===== src/rtl/uart_pkg.sv =====
// uart_pkg -- shared definitions for the UART baud generator.
//
// Contents:
//   C_OVERSAMPLE_MIN/MAX  legal oversample range (4..32)
//   div_t                 divisor struct {div_int, div_frac} at maximum widths
//   default_div*()        elaboration-time reset divisor:
//                         C_SYSTEM_FREQ / (C_BAUDRATE * C_OVERSAMPLE) as an
//                         integer part plus an fw-bit fraction rounded to nearest.
package uart_pkg;

  localparam int unsigned C_OVERSAMPLE_MIN = 4;
  localparam int unsigned C_OVERSAMPLE_MAX = 32;

  typedef struct packed {
    logic [31:0] div_int;
    logic [15:0] div_frac;
  } div_t;

  // Divisor as a fixed-point value with fw fractional bits, rounded to nearest.
  // A fraction that rounds up to 1.0 carries into the integer part naturally.
  function automatic longint unsigned div_fixed(input longint unsigned sys_freq,
                                                input longint unsigned baud,
                                                input longint unsigned os,
                                                input int unsigned     fw);
    longint unsigned den;
    den = baud * os;
    return ((sys_freq << fw) + (den / 2)) / den;
  endfunction

  function automatic logic [31:0] default_div_int(input longint unsigned sys_freq,
                                                  input longint unsigned baud,
                                                  input longint unsigned os,
                                                  input int unsigned     fw);
    return 32'(div_fixed(sys_freq, baud, os, fw) >> fw);
  endfunction

  function automatic logic [15:0] default_div_frac(input longint unsigned sys_freq,
                                                   input longint unsigned baud,
                                                   input longint unsigned os,
                                                   input int unsigned     fw);
    return 16'(div_fixed(sys_freq, baud, os, fw) & ((64'd1 << fw) - 64'd1));
  endfunction

  function automatic div_t default_div(input longint unsigned sys_freq,
                                       input longint unsigned baud,
                                       input longint unsigned os,
                                       input int unsigned     fw);
    div_t d;
    d.div_int  = default_div_int(sys_freq, baud, os, fw);
    d.div_frac = default_div_frac(sys_freq, baud, os, fw);
    return d;
  endfunction

endpackage


===== src/rtl/uart_frac_acc.sv =====
// uart_frac_acc -- fractional divisor accumulator for uart_baud_gen.
//
// Adds frac once per oversample period (step). The carry out is held in ext
// for the whole following period, lengthening it by one clock.
//
// Ports:
//   clk, resetn  clock, asynchronous active-low reset
//   clr          clear accumulator and ext (has priority over step)
//   step         oversample period boundary
//   frac         fractional divisor, units of 2^-C_FRAC_WIDTH cycle
//   ext          1 = current period is one cycle longer
module uart_frac_acc
  import uart_pkg::*;
#(
  parameter int unsigned C_FRAC_WIDTH = 4
) (
  input  logic                    clk,
  input  logic                    resetn,
  input  logic                    clr,
  input  logic                    step,
  input  logic [C_FRAC_WIDTH-1:0] frac,
  output logic                    ext
);

  logic [C_FRAC_WIDTH-1:0] acc_q;
  logic [C_FRAC_WIDTH:0]   sum;

  assign sum = {1'b0, acc_q} + {1'b0, frac};

  always_ff @(posedge clk or negedge resetn) begin
    if (!resetn) begin
      acc_q <= '0;
      ext   <= 1'b0;
    end else if (clr) begin
      acc_q <= '0;
      ext   <= 1'b0;
    end else if (step) begin
      acc_q <= sum[C_FRAC_WIDTH-1:0];
      ext   <= sum[C_FRAC_WIDTH];
    end
  end

endmodule


===== src/rtl/uart_baud_gen.sv =====
// uart_baud_gen -- fractional-N oversample / baud tick generator.
//
// A cycle counter runs 0..P-1 with P = div_int (min 2), plus one cycle when
// the fractional accumulator carried at the previous period boundary.
// os_tick is registered: it is high in the cycle after the counter hits P-1.
// bit_phase counts os_ticks modulo C_OVERSAMPLE; baud_tick marks the os_tick
// that wraps bit_phase to 0.
//
// Configuration macro: UART_BAUD_FRAC_EN
//   defined   -> fractional accumulator (uart_frac_acc) is built in
//   undefined -> P = div_int always, cfg_div_frac and reset fraction ignored
//
// Divisor handshake: a divisor transfers on a clock edge where
// cfg_valid && cfg_ready. cfg_ready stays low while that divisor is pending;
// it is applied at the next period boundary (or next cycle if en is low) and
// cfg_ready returns high the cycle after application.
//
// Ports:
//   clk, resetn        clock, asynchronous active-low reset
//   en                 generator enable; low holds counters at 0
//   cfg_valid/ready    divisor handshake
//   cfg_div_int        integer clk cycles per oversample tick (0,1 act as 2)
//   cfg_div_frac       fractional part, units of 2^-C_FRAC_WIDTH cycle
//   rx_resync          realign bit phase to an RX start edge
//   os_tick            one-cycle oversample pulse
//   baud_tick          one-cycle bit-period pulse
//   bit_phase          oversample index within the bit
module uart_baud_gen
  import uart_pkg::*;
#(
  parameter int unsigned C_SYSTEM_FREQ = 50_000_000,
  parameter int unsigned C_BAUDRATE    = 115200,
  parameter int unsigned C_OVERSAMPLE  = 16,
  parameter int unsigned C_DIV_WIDTH   = 16,
  parameter int unsigned C_FRAC_WIDTH  = 4
) (
  input  logic                            clk,
  input  logic                            resetn,
  input  logic                            en,
  input  logic                            cfg_valid,
  output logic                            cfg_ready,
  input  logic [C_DIV_WIDTH-1:0]          cfg_div_int,
  input  logic [C_FRAC_WIDTH-1:0]         cfg_div_frac,
  input  logic                            rx_resync,
  output logic                            os_tick,
  output logic                            baud_tick,
  output logic [$clog2(C_OVERSAMPLE)-1:0] bit_phase
);

  localparam int unsigned PH_W = $clog2(C_OVERSAMPLE);
  localparam logic [PH_W-1:0] PH_LAST = PH_W'(C_OVERSAMPLE - 1);
  localparam div_t DEF = default_div(C_SYSTEM_FREQ, C_BAUDRATE, C_OVERSAMPLE, C_FRAC_WIDTH);
  localparam logic [C_DIV_WIDTH-1:0] DEF_INT = C_DIV_WIDTH'(DEF.div_int);

  logic [C_DIV_WIDTH-1:0] div_int_q;
  logic [C_DIV_WIDTH-1:0] pend_int_q;
  logic                   pending_q;
  logic [C_DIV_WIDTH-1:0] cnt_q;
  logic                   os_tick_q;
  logic                   baud_tick_q;
  logic [PH_W-1:0]        phase_q;

  logic                   ext;
  logic [C_DIV_WIDTH-1:0] div_eff;
  logic [C_DIV_WIDTH-1:0] last_cnt;
  logic                   wrap;
  logic                   apply;
  logic                   accept;
  logic                   phase_last;

  // div 0/1 would allow back-to-back ticks; clamp so ticks are always spaced.
  assign div_eff    = (div_int_q < C_DIV_WIDTH'(2)) ? C_DIV_WIDTH'(2) : div_int_q;
  assign last_cnt   = div_eff - C_DIV_WIDTH'(1) + C_DIV_WIDTH'(ext);
  // Resync wins over a tick that falls due in the same cycle.
  assign wrap       = en && !rx_resync && (cnt_q == last_cnt);
  assign apply      = pending_q && (!en || wrap);
  assign accept     = cfg_valid && !pending_q;
  assign phase_last = (phase_q == PH_LAST);

  assign cfg_ready  = !pending_q;
  assign os_tick    = os_tick_q;
  assign baud_tick  = baud_tick_q;
  assign bit_phase  = phase_q;

  always_ff @(posedge clk or negedge resetn) begin
    if (!resetn) begin
      cnt_q       <= '0;
      os_tick_q   <= 1'b0;
      baud_tick_q <= 1'b0;
      phase_q     <= '0;
    end else begin
      os_tick_q   <= wrap;
      baud_tick_q <= wrap && phase_last;
      if (!en || rx_resync || wrap) begin
        cnt_q <= '0;
      end else begin
        cnt_q <= cnt_q + C_DIV_WIDTH'(1);
      end
      if (!en || rx_resync) begin
        phase_q <= '0;
      end else if (wrap) begin
        phase_q <= phase_last ? '0 : phase_q + PH_W'(1);
      end
    end
  end

  // Divisor register and single-entry pending slot.
  always_ff @(posedge clk or negedge resetn) begin
    if (!resetn) begin
      div_int_q  <= DEF_INT;
      pend_int_q <= '0;
      pending_q  <= 1'b0;
    end else if (apply) begin
      div_int_q  <= pend_int_q;
      pending_q  <= 1'b0;
    end else if (accept) begin
      pend_int_q <= cfg_div_int;
      pending_q  <= 1'b1;
    end
  end

`ifdef UART_BAUD_FRAC_EN
  localparam logic [C_FRAC_WIDTH-1:0] DEF_FRAC = C_FRAC_WIDTH'(DEF.div_frac);

  logic [C_FRAC_WIDTH-1:0] div_frac_q;
  logic [C_FRAC_WIDTH-1:0] pend_frac_q;
  logic                    acc_clr;

  // Accumulator restarts whenever the period grid restarts or the divisor changes.
  assign acc_clr = !en || rx_resync || apply;

  always_ff @(posedge clk or negedge resetn) begin
    if (!resetn) begin
      div_frac_q  <= DEF_FRAC;
      pend_frac_q <= '0;
    end else if (apply) begin
      div_frac_q  <= pend_frac_q;
    end else if (accept) begin
      pend_frac_q <= cfg_div_frac;
    end
  end

  uart_frac_acc #(
    .C_FRAC_WIDTH(C_FRAC_WIDTH)
  ) u_frac_acc (
    .clk    (clk),
    .resetn (resetn),
    .clr    (acc_clr),
    .step   (wrap),
    .frac   (div_frac_q),
    .ext    (ext)
  );
`else
  logic unused_frac;
  assign unused_frac = ^cfg_div_frac;
  assign ext         = 1'b0;
`endif

endmodule


===== config.mk =====
export PLATFORM = sky130hd
export DESIGN_NAME = uart_baud_gen
export DESIGN_NICKNAME = d
export VERILOG_FILES = /design/src/rtl/uart_pkg.sv /design/src/rtl/uart_frac_acc.sv /design/src/rtl/uart_baud_gen.sv
export SDC_FILE = /design/constraint.sdc
export NUM_CORES = 1
export LEC_CHECK = 0
export ABC_AREA = 1
export ABC_CLOCK_PERIOD_IN_PS = 4200
export BUFFER_PORTS_ARGS = -buffer_cell sky130_fd_sc_hd__buf_4
export CAP_MARGIN = 10
export CORE_MARGIN = 3
export CORE_UTILIZATION = 60
export CTS_CLUSTER_DIAMETER = 30
export DETAILED_ROUTE_END_ITERATION = 12
export PLACE_DENSITY = 0.78
export SETUP_SLACK_MARGIN = 0.2
export SLEW_MARGIN = 30
export SYNTH_ARGS = -nofsm -noshare
export SYNTH_HDL_FRONTEND = slang
export SYNTH_HIERARCHICAL = 1
export SYNTH_SLANG_ARGS = --single-unit

===== constraint.sdc =====
create_clock -name clk -period 4.2 [get_ports clk]
set_clock_uncertainty 0.15 [all_clocks]
set_input_delay 0.84 -clock clk [delete_from_list [all_inputs] [get_ports clk]]
set_output_delay 0.84 -clock clk [all_outputs]
set_load 0.1 [all_outputs]

==> summary.md, run 1 <==
| Metric | Value |
|---|---|
| H-tree Lvls | 2 |
| R2R Path Start | div_int_q[9] |
| RSZ-0062 raised after global routing | false |
| Vias per inst | 5.01 |
| Most common cell after layout, fill and taps aside | nand2_1 |
| Number of flops mapped to enable cells by yosys | 0 |
| Clock root buffer | clkbuf_8 |
| Max cap viols | 0 |
| Die H | 78.0 um |
| Avg Cell Area, Syn | 9.01 um^2 |
| Worst Hold Class | reg2reg |
| CTS tree | done |
| Syn Nets | 373 |
| Seq pwr share | 48.4% |
| Distinct cells, synth | 35 |
| CP Capture Type | register |
| Worst EP arrival | 3.31 ns |
| Crit path max fanout | 18 |
| # hold bufs at CTS | 0 |
| Clock power share | 21.4% |
| #FFs+latches synth | 55 |
| Via Count | 2211 |
| Lkg Pwr | 1.64 nW |
| Total track usage | 19.5% |
| Chip width | 78.0 um |
| Seq/Total Area, Yosys | 44.4% |
| Sw frac | 36.3% |
| Initial antenna violation count | 0 |
| Async SR Flop Fraction | 100% |
| Inserted Diodes | 0 |
| Final setup TNS | 0 ns |
| Routed WL | 5200 um |
| Ports | 32 |
| Initial Util | 63.7% |
| Pint | 0.000955 W |
| Filler instances | 387 |
| Post-synthesis cell count | 345 |
| Deepest clock path buffer count | 2 |
| Nets | 401 |
| Core ar. | 4880 um^2 |
| CP startpoint | div_int_q[9] |
| Cell Pwr Density | 436 nW/um^2 |
| Commonest cells after routing, fill and taps aside | nand2_1 (89), dfrtp_1 (51), nor2_1 (33), inv_1 (30), nand3_1 (30) |
| Startpoint types | register |
| Pin count of the biggest net entering global routing | 56 |
| Primary FF master, synth | dfrtp_1 |
| VDD IR max | 0.356 mV |
| Comb pwr share | 30.2% |
| Critical path, cell by cell | nor2_1 > nand2_1 > nor2_4 > nand2_4 > nand2_1 > ha_1 > nand2_1 > nor2_1 > xnor3_1 > nor2_2 > nand3_2 > nor2_4 > nand3_4 > nand2_8 > nand2_4 > nand2_1 > nand2_1 |
| Post-CTS Setup Bufs | 0 |
| Clock sink count | 55 |
| Final period util | 77.4% |
| Post-layout util | 70.5% |
| Ratio of cells with drive above 1 in the final layout | 23.8% |
| Yosys warnings | 6 |
| Final count of hold timing violations | 0 |
| FMAX | 308 MHz |
| Crit Path Class | reg2reg |
| Gr ovfl total | 0 |
| PostCTS Resize Cnt | 0 |
| Most frequent CP cell | nand2_1 |
| First-pass DRT Iterations | 4 |
| Min Clock Period, post-route | 3.25 ns |
| Final setup vio count | 0 |
| Max stage delay cell, worst path | dfrtp_1 |
| Max Slew Vio Count | 0 |
| Num rows | 25 |
| Clock Pin Slew Worst Setup and Hold Paths | 0.10 ns |
| Worst skew pair latency | 0.31 ns |
| Worst slew pin tran | 0.659 ns |
| DP Wirelength | 3890 um |
| Largest stage delay on the critical path | 0.44 ns |
| Area delta synth->final | 10.7% |
| Vias in the first global route | 2164 |
| Hold path startpoint | cnt_q[0] |
| GP Congestion | 0.833 |
| Mapped Area | 3110 um^2 |
| Global-route wire length before repair | 9610 um |
| Slew HR | 56.0% |
| DRT antenna net count | 0 |
| Avg WL per Cell | 11.8 um |
| DRC violations left | 0 |
| Sw Pwr | 0.000544 W |
| CP required | 4.26 ns |
| Detailed Route Iter0 Violations | 129 |
| DIE AREA | 6080 um^2 |
| Outcome | finished, final reports clean |
| CTS Buf Count | 5 |
| Number of I/O port buffers | 27 |
==> power groups by stage <==
stage          clock network, W  logic, W  registers [W]
6_report               0.000321  0.000452       0.000726
5_1_grt                0.000356  0.000520       0.000742
4_1_cts                0.000333  0.000457       0.000725
3_5_place_dp                  0  0.000455       0.000736
3_3_place_gp                  0  0.000440       0.000731
2_1_floorplan                 0  0.000388       0.000703
==> per-layer routing <==
metal  routed length [um]  part of all wire [%]  GRT usage, %
met1                 2480                    48          26.5
met5                    0                     0             0
met3                  167                   3.2          3.48
met2                 2520                    49          32.2
met4                   28                  0.54          5.77
==> metrics by stage <==
stage          hold WS [ns]  worst slack (ns)  power [W]  instances  instance area (um^2)
4_1_cts               0.353             0.928    0.00152        441                  3440
5_1_grt               0.367             0.577    0.00162        441                  3440
2_1_floorplan         0.298              1.37    0.00109        345                  3110
3_3_place_gp          0.332             0.984    0.00117        433                  3340
6_report              0.351             0.949    0.00150        441                  3440
3_5_place_dp          0.338             0.952    0.00119        433                  3340
==> synth_stat cells, types with 2 or more instances <==
cell type / n / area share, %
nor2_1: 33 / 4.0
dfstp_2: 4 / 3.4
nand4_1: 6 / 1.2
nand2_4: 2 / 0.72
mux2_2: 16 / 5.8
nor2_4: 12 / 4.3
nand2_1: 89 / 11
clkbuf_1: 2 / 0.24
nand3b_1: 5 / 1.2
ha_1: 3 / 1.2
a21oi_1: 2 / 0.32
dfrtp_1: 51 / 41
nor2_2: 7 / 1.4
xnor2_1: 8 / 2.3
xor2_1: 17 / 4.8
buf_6: 2 / 0.72
inv_1: 30 / 3.6
nand3_1: 30 / 4.8
nand3_2: 3 / 0.97
o21ai_0: 5 / 0.80
o21ai_1: 4 / 0.64
==> cell families after synthesis <==
group / count (synthesis) / share of synthesized area [%]
buffers and inverters: 38 / 5.88
and+or+nand+nor: 196 / 33.2
DFF: 55 / 44.4
AOI/OAI and AO/OA: 11 / 1.77
muxes: 16 / 5.79
adders and majority gates: 3 / 1.21
xor gates and xnor gates: 26 / 7.77
==> worst paths after layout <==
path,endpoint,slack (ns),depth (start not counted)
max in group asynchronous,pending_q,3.06,1
min reg2reg,cnt_q[0],0.35,1
max reg2reg,div_int_q[2],0.95,17
min,cnt_q[0],0.35,1
max,div_int_q[2],0.95,17
min in group asynchronous,cnt_q[11],0.41,1
==> sequential cells by signal (all words and copies together) (netlist names) <==
name and count:
pend_int_q 16, pending_q 1, bit_phase 4, div_int_q 16, baud_tick 1, cnt_q 16
os_tick 1
==> worst max-delay path, delay by kind of cell (launching register included) <==
kind | cells | cell delay, ns
xor+xnor | 1 | 0.27
fa+ha+maj | 1 | 0.21
flops | 1 | 0.44
simple gates | 15 | 2.06
==> cell type report <==
type,count,area (um^2),area share [%]
clock buffer,6,82.6,2.40
clock inverter,2,20.0,0.582
inverter,32,125,3.64
multi-input combinational,252,1550,44.9
sequential,55,1380,40.1
tap,67,83.8,2.44
timing repair buffer,27,203,5.89
(Power assumes the default switching activity.)
==> inputs of run 2 (changes only) <==
Settings changed: ABC_AREA 1 to 0, ABC_CLOCK_PERIOD_IN_PS 4200 to 3300, CORE_UTILIZATION 60 to 58, PLACE_DENSITY 0.78 to 0.76.
Clock period 4.2 ns to 3.3 ns, I/O delays scaled along.
==> summary.md, run 2 <==
| Metric | Value |
|---|---|
| Outcome | complete, but fails checks |
| Failing checks | setup timing |
| Crit path max fanout | 17 |
| CTS Buf Count | 5 |
| Mapped Area | 2960 um^2 |
| Comb pwr share | 43.1% |
| Primary FF master, synth | dfrtp_1 |
| Clock sink count | 55 |
| Cell Pwr Density | 616 nW/um^2 |
| Pint | 0.00161 W |
| Initial antenna violation count | 0 |
| CTS tree | done |
| Sw frac | 32.2% |
| Critical path depth | 13 |
| Count leader, synth | dfrtp_1 |
| VDD IR max | 0.481 mV |
| Area taken by multi-input logic gates | 1690 um^2 |
| Top cells by count, synth | dfrtp_1 (51), nor2_1 (25), xnor2_1 (24) |
| DRT antenna net count | 0 |
| Final period util | 121% |
| Delay-heaviest family, CP | simple AND/OR/NAND/NOR gates |
| Clock root buffer | clkbuf_8 |
| Final setup vio count | 39 |
| Most common cell after layout, fill and taps aside | buf_4 |
| Clock power share | 18.3% |
| Async SR Flop Fraction | 100% |
| Final count of hold timing violations | 0 |
| #FFs+latches synth | 55 |
| R2R depth | 13 |
| Ports | 32 |
| Area delta synth->final | 30.3% |
| Num rows | 25 |
| FMAX | 250 MHz |
| Total track usage | 23.1% |
| Total power | 0.00237 W |
| Slew HR | 55.8% |
| Critical path, cell by cell | or4_4 > nor4_4 > nand2_1 > nand2_1 > ha_2 > nor3b_4 > or3b_4 > xnor2_2 > o21ai_1 > or4_4 > o32ai_4 > buf_12 > mux2_2 |
| Top Registers | cnt_q x16, div_int_q x16, pend_int_q x16 |
| Max Slew Vio Count | 0 |
| Synth area leaders | dfrtp_1 (43%), mux2_2 (8.8%), xnor2_1 (7.1%) |
| Max stage delay cell, worst path | or4_4 |
| Min Clock Period, post-route | 4.00 ns |
| Bufs and invs on worst path | 1 |
| Filler instances | 301 |
| Top cell type by total area after synthesis | dfrtp_1 |
| Worst skew pair latency | 0.31 ns |
| DRC violations left | 0 |
| Deepest clock path buffer count | 2 |
| Final setup TNS | -20.02 ns |
| Avg Cell Area, Syn | 11.3 um^2 |
| Synth top area share | 43.2% |
| Number of flops mapped to enable cells by yosys | 0 |
| Largest stage delay on the critical path | 0.55 ns |
| Global-route wire length before repair | 11000 um |
| R2R Path Start | div_int_q[11] |
| Chip width | 77.4 um |
| CP required | 3.35 ns |
| GP Congestion | 0.949 |
| Avg WL per Cell | 15.8 um |
| Core ar. | 4820 um^2 |
| CP Capture Type | register |
| Number of I/O port buffers | 27 |
| Post-synthesis cell count | 262 |
| Nets | 363 |
| Syn Nets | 290 |
| Pre-CTS WS | -0.672 ns |
| H-tree Lvls | 2 |
| DIE AREA | 5990 um^2 |
| Vias per inst | 5.61 |
| Reg2reg setup slack | -0.70 ns |
| RSZ-0062 raised after global routing | true |
| Startpoint types | register |
| Critical Path End | div_int_q[2] |
| CP startpoint | div_int_q[11] |
| Distinct cells, synth | 51 |
| Worst slew pin tran | 0.663 ns |
| Initial Util | 61.4% |
| Inserted Diodes | 0 |
| Setup ws final | -0.704 ns |
| Clock Pin Slew Worst Setup and Hold Paths | 0.10 ns |
| First-pass DRT Iterations | 4 |
| Vias in the first global route | 2313 |
| Commonest cells after routing, fill and taps aside | buf_4 (69), dfrtp_1 (51), xnor2_1 (23), mux2_2 (22), nor2_1 (13) |
| Die H | 77.4 um |
| Sequential cell area | 1380 um^2 |
| R2R Path End | div_int_q[2] |
| Seq pwr share | 38.6% |
| # hold bufs at CTS | 0 |
| Worst Hold Class | in2async |
| Detailed Route Iter0 Violations | 122 |
| Sw Pwr | 0.000765 W |
| Routed WL | 6350 um |
| DP Wirelength | 4530 um |
| Via Count | 2259 |
| Pin count of the biggest net entering global routing | 56 |
| Max cap viols | 0 |
| Yosys warnings | 6 |
| Gr ovfl total | 0 |
| Seq/Total Area, Yosys | 46.7% |
| Crit Path Class | reg2reg |
| Worst EP arrival | 4.05 ns |
| Lkg Pwr | 1.58 nW |
| Ratio of cells with drive above 1 in the final layout | 45.8% |
run 2: what timing repair did:
| action | 4_1_cts | 5_1_grt |
|---|---|---|
| pin swaps | 19 | 3 |
| endpoints found under the setup margin | 39 | 39 |
| setup buffers | 2 | 2 |
| gates resized for setup | 26 | 14 |
run 2: worst reg2reg max path, stage by stage (launching register included):
cell	delay, ns
dfrtp_1	0.39
or4_4	0.55
nor4_4	0.30
nand2_1	0.08
nand2_1	0.09
ha_2	0.19
nor3b_4	0.18
or3b_4	0.41
xnor2_2	0.18
o21ai_1	0.10
or4_4	0.44
o32ai_4	0.25
buf_12	0.21
mux2_2	0.35
run 2: layout make-up:
type / count / share of cell area, %
clock buffer: 6 / 1.88
inverter: 4 / 0.390
multi-input combinational: 196 / 43.8
timing repair buffer: 73 / 14.9
tap: 67 / 2.18
clock inverter: 2 / 0.974
sequential: 55 / 35.8
run 2: logic make-up (layout without fill, tap and decap cells):
| group | count (synthesis) | after routing | synth area share [%] |
|---|---|---|---|
| buf+inv | 11 | 85 | 2.37 |
| xor+xnor | 36 | 36 | 10.7 |
| mux | 32 | 32 | 13.3 |
| simple gates | 93 | 93 | 17.9 |
| compound gates | 32 | 32 | 7.70 |
| flops | 55 | 55 | 46.7 |
| fa+ha+maj | 3 | 3 | 1.27 |
run 2: metal layers:
layer | wire length (um) | GRT usage [%] | part of all wire, %
met1 | 2850 | 30.2 | 45
met3 | 148 | 4.87 | 2.3
met2 | 3250 | 38.9 | 51
met5 | 0 | 0 | 0
met4 | 103 | 6.41 | 1.6
run 2: power by group through the flow:
stage / clock (W) / combinational (W) / sequential (W)
after floorplan: 0 / 0.000549 / 0.000956
after global placement: 0 / 0.000919 / 0.000924
after detailed placement: 0 / 0.000950 / 0.000930
after CTS: 0.000449 / 0.000993 / 0.000916
after global routing: 0.000473 / 0.00111 / 0.000933
final: 0.000435 / 0.00102 / 0.000915
run 2: how the worst min path moves through the flow:
stage / depth (start not counted) / from / end / slack, ns
3_5_place_dp: 1 / pend_int_q[13] / div_int_q[13] / 0.34
3_3_place_gp: 1 / pend_int_q[7] / div_int_q[7] / 0.34
5_1_grt: 1 / resetn / pending_q / 0.27
2_1_floorplan: 0 / resetn / baud_tick / 0.21
4_1_cts: 1 / resetn / pending_q / 0.25
6_report: 1 / resetn / pending_q / 0.23
run 2: metrics by stage:
stage	instance area, um^2	cells	util (%)	hold WS, ns
after global placement	3560	391	73.8	0.337
after detailed placement	3560	391	73.8	0.341
after CTS	3780	401	78.5	0.250
after global routing	3850	403	80.0	0.274
after floorplan	3000	262	-	0.214
final	3850	403	80.0	0.230
==> inputs of run 3 (changes only) <==
Settings changed: ABC_AREA 0 to 1, CELL_PAD_IN_SITES_DETAIL_PLACEMENT set to 1, CELL_PAD_IN_SITES_GLOBAL_PLACEMENT set to 1, CORE_MARGIN 3 to unset, CORE_UTILIZATION 58 to 45.
==> summary.md, run 3 (same netlist as run 1, synthesis figures left out) <==
| Metric | Value |
|---|---|
| Outcome | finished, final reports clean |
| Reg2reg setup slack | 0.41 ns |
| H-tree Lvls | 2 |
| Final setup vio count | 0 |
| Clock power share | 19.3% |
| Crit path max fanout | 16 |
| Nets | 415 |
| Pint | 0.00127 W |
| Final period util | 87.6% |
| Avg WL per Cell | 14.8 um |
| Clock sink count | 55 |
| Vias in the first global route | 2579 |
| Deepest clock path buffer count | 2 |
| Critical path, cell by cell | nor2_2 > nand2_1 > nor2_4 > nand2_4 > nand2_1 > ha_1 > buf_4 > nand4_1 > nor2_2 > xor2_1 > inv_1 > nor2_1 > nand2_1 > nor2_4 > nand3_4 > nand2_8 > nand2_4 > nand2_1 > nand2_1 |
| VDD IR max | 0.309 mV |
| Via Count | 2384 |
| Most common cell after layout, fill and taps aside | nand2_1 |
| Detailed Route Iter0 Violations | 59 |
| Pre-CTS WS | 0.260 ns |
| Gr ovfl total | 0 |
| Worst slew pin tran | 0.679 ns |
| R2R Path Start | div_int_q[12] |
| Post-placement cell area | 3450 um^2 |
| Worst Hold Class | in2async |
| Ratio of cells with drive above 1 in the final layout | 28.4% |
| # hold bufs at CTS | 0 |
| Clock Pin Slew Worst Setup and Hold Paths | 0.11 ns |
| Setup ws final | 0.409 ns |
| Design area | 3590 um^2 |
| DIE AREA | 7250 um^2 |
| Core ar. | 6490 um^2 |
| Chip width | 85.1 um |
| Max cap viols | 0 |
| Pin count of the biggest net entering global routing | 56 |
| First-pass DRT Iterations | 4 |
| Initial antenna violation count | 0 |
| Max Slew Vio Count | 0 |
| CTS tree | done |
| Largest stage delay on the critical path | 0.46 ns |
| Cell Pwr Density | 568 nW/um^2 |
| Most frequent CP cell | nand2_1 |
| RSZ-0062 raised after global routing | false |
| Final setup TNS | 0 ns |
| WHS | 0.214 ns |
| Cells after DPL | 454 |
| Routed WL | 6860 um |
| Commonest cells after routing, fill and taps aside | nand2_1 (89), dfrtp_1 (48), buf_4 (40), inv_1 (30), nand3_1 (30) |
| Slew HR | 54.7% |
| Inserted Diodes | 0 |
| Sw Pwr | 0.000770 W |
| Worst EP arrival | 2.96 ns |
| Num rows | 29 |
| Total track usage | 21.1% |
| Number of I/O port buffers | 27 |
| GP Congestion | 0.766 |
| R2R depth | 19 |
| Clock root buffer | clkbuf_8 |
| DRC violations left | 0 |
| Area delta synth->final | 15.3% |
| CP required | 3.37 ns |
| Crit Path Class | reg2reg |
| Max stage delay cell, worst path | dfrtp_1 |
| R2R Path End | div_int_q[11] |
| DP Wirelength | 5190 um |
| DRT antenna net count | 0 |
| Ports | 32 |
| Top Registers | cnt_q x16, div_int_q x16, pend_int_q x16 |
| CTS Buf Count | 5 |
| Initial Util | 47.9% |
| Comb pwr share | 35.7% |
| Lkg Pwr | 1.71 nW |
| FMAX | 346 MHz |
| Vias per inst | 5.13 |
| Final cell count without fillers | 465 |
| Sw frac | 37.8% |
| Seq pwr share | 45.0% |
| Die H | 85.1 um |
| CP Capture Type | register |
| Global-route wire length before repair | 12000 um |
| Startpoint types | register |
| Min Clock Period, post-route | 2.89 ns |
| Final count of hold timing violations | 0 |
| Worst skew pair latency | 0.32 ns |
[run 3: cell types whose count changed in the layout (fill, tap and decap cells not counted), sizes merged, moves of 7 or more]
cell	previous run	this run
and3	7	0
buf	73	41
inv	4	34
mux2	32	16
nand2	10	93
nand3	13	34
nor2	25	53
or4	7	0
xnor2	24	8
[run 3: worst max path at each step]
stage                  start            end  slack (ns)
2_1_floorplan   div_int_q[9]      cnt_q[14]        0.47
3_3_place_gp   div_int_q[12]      cnt_q[15]        0.36
3_5_place_dp    div_int_q[2]      cnt_q[15]        0.26
4_1_cts         div_int_q[2]       cnt_q[2]        0.24
5_1_grt         div_int_q[6]  div_int_q[11]        0.17
6_report       div_int_q[12]  div_int_q[11]        0.41
[run 3: metrics by stage]
| stage | util (%) | power (W) |
|---|---|---|
| floorplan | - | 0.00139 |
| global placement | 53.1 | 0.00157 |
| detailed placement | 53.1 | 0.00162 |
| CTS | 54.5 | 0.00202 |
| global route | 55.2 | 0.00217 |
| finish | 55.2 | 0.00204 |
[run 3: cell type report]
type	count	area [um^2]
clock buffers	5	68.8
clock inverters	3	22.5
fillers	784	2910
inverters	32	128
multi-input cells	252	1570
flip-flops and latches	55	1390
well taps	77	96.3
repair buffers	41	320
[run 3: power by group through the flow]
stage	logic [W]	registers (W)	clock network, W
5_1_grt	0.000810	0.000935	0.000429
3_3_place_gp	0.000655	0.000917	0
4_1_cts	0.000699	0.000913	0.000407
2_1_floorplan	0.000494	0.000895	0
6_report	0.000727	0.000918	0.000393
3_5_place_dp	0.000691	0.000927	0
[run 3: per-layer routing]
metal	vias up	wire (um)	share of wire (%)	global-route usage (%)
met3	7	165	2.4	4.09
met4	0	91	1.3	6.78
li1	1177	-	-	-
met5	-	0	0	0
met2	28	3500	51	36.2
met1	1172	3110	45	26.8
[run 3: worst max-delay path, delay by kind of cell (launching register included)]
family	cells	cell delay, ns
xor gates and xnor gates	1	0.14
adders and majority gates	1	0.18
buffers and inverters	2	0.17
DFF	1	0.46
and+or+nand+nor	15	1.65
[run 3: timing repair]
item	CTS	global route
endpoints found under the setup margin	0	37
setup buffers	0	3
gates resized for setup	0	10
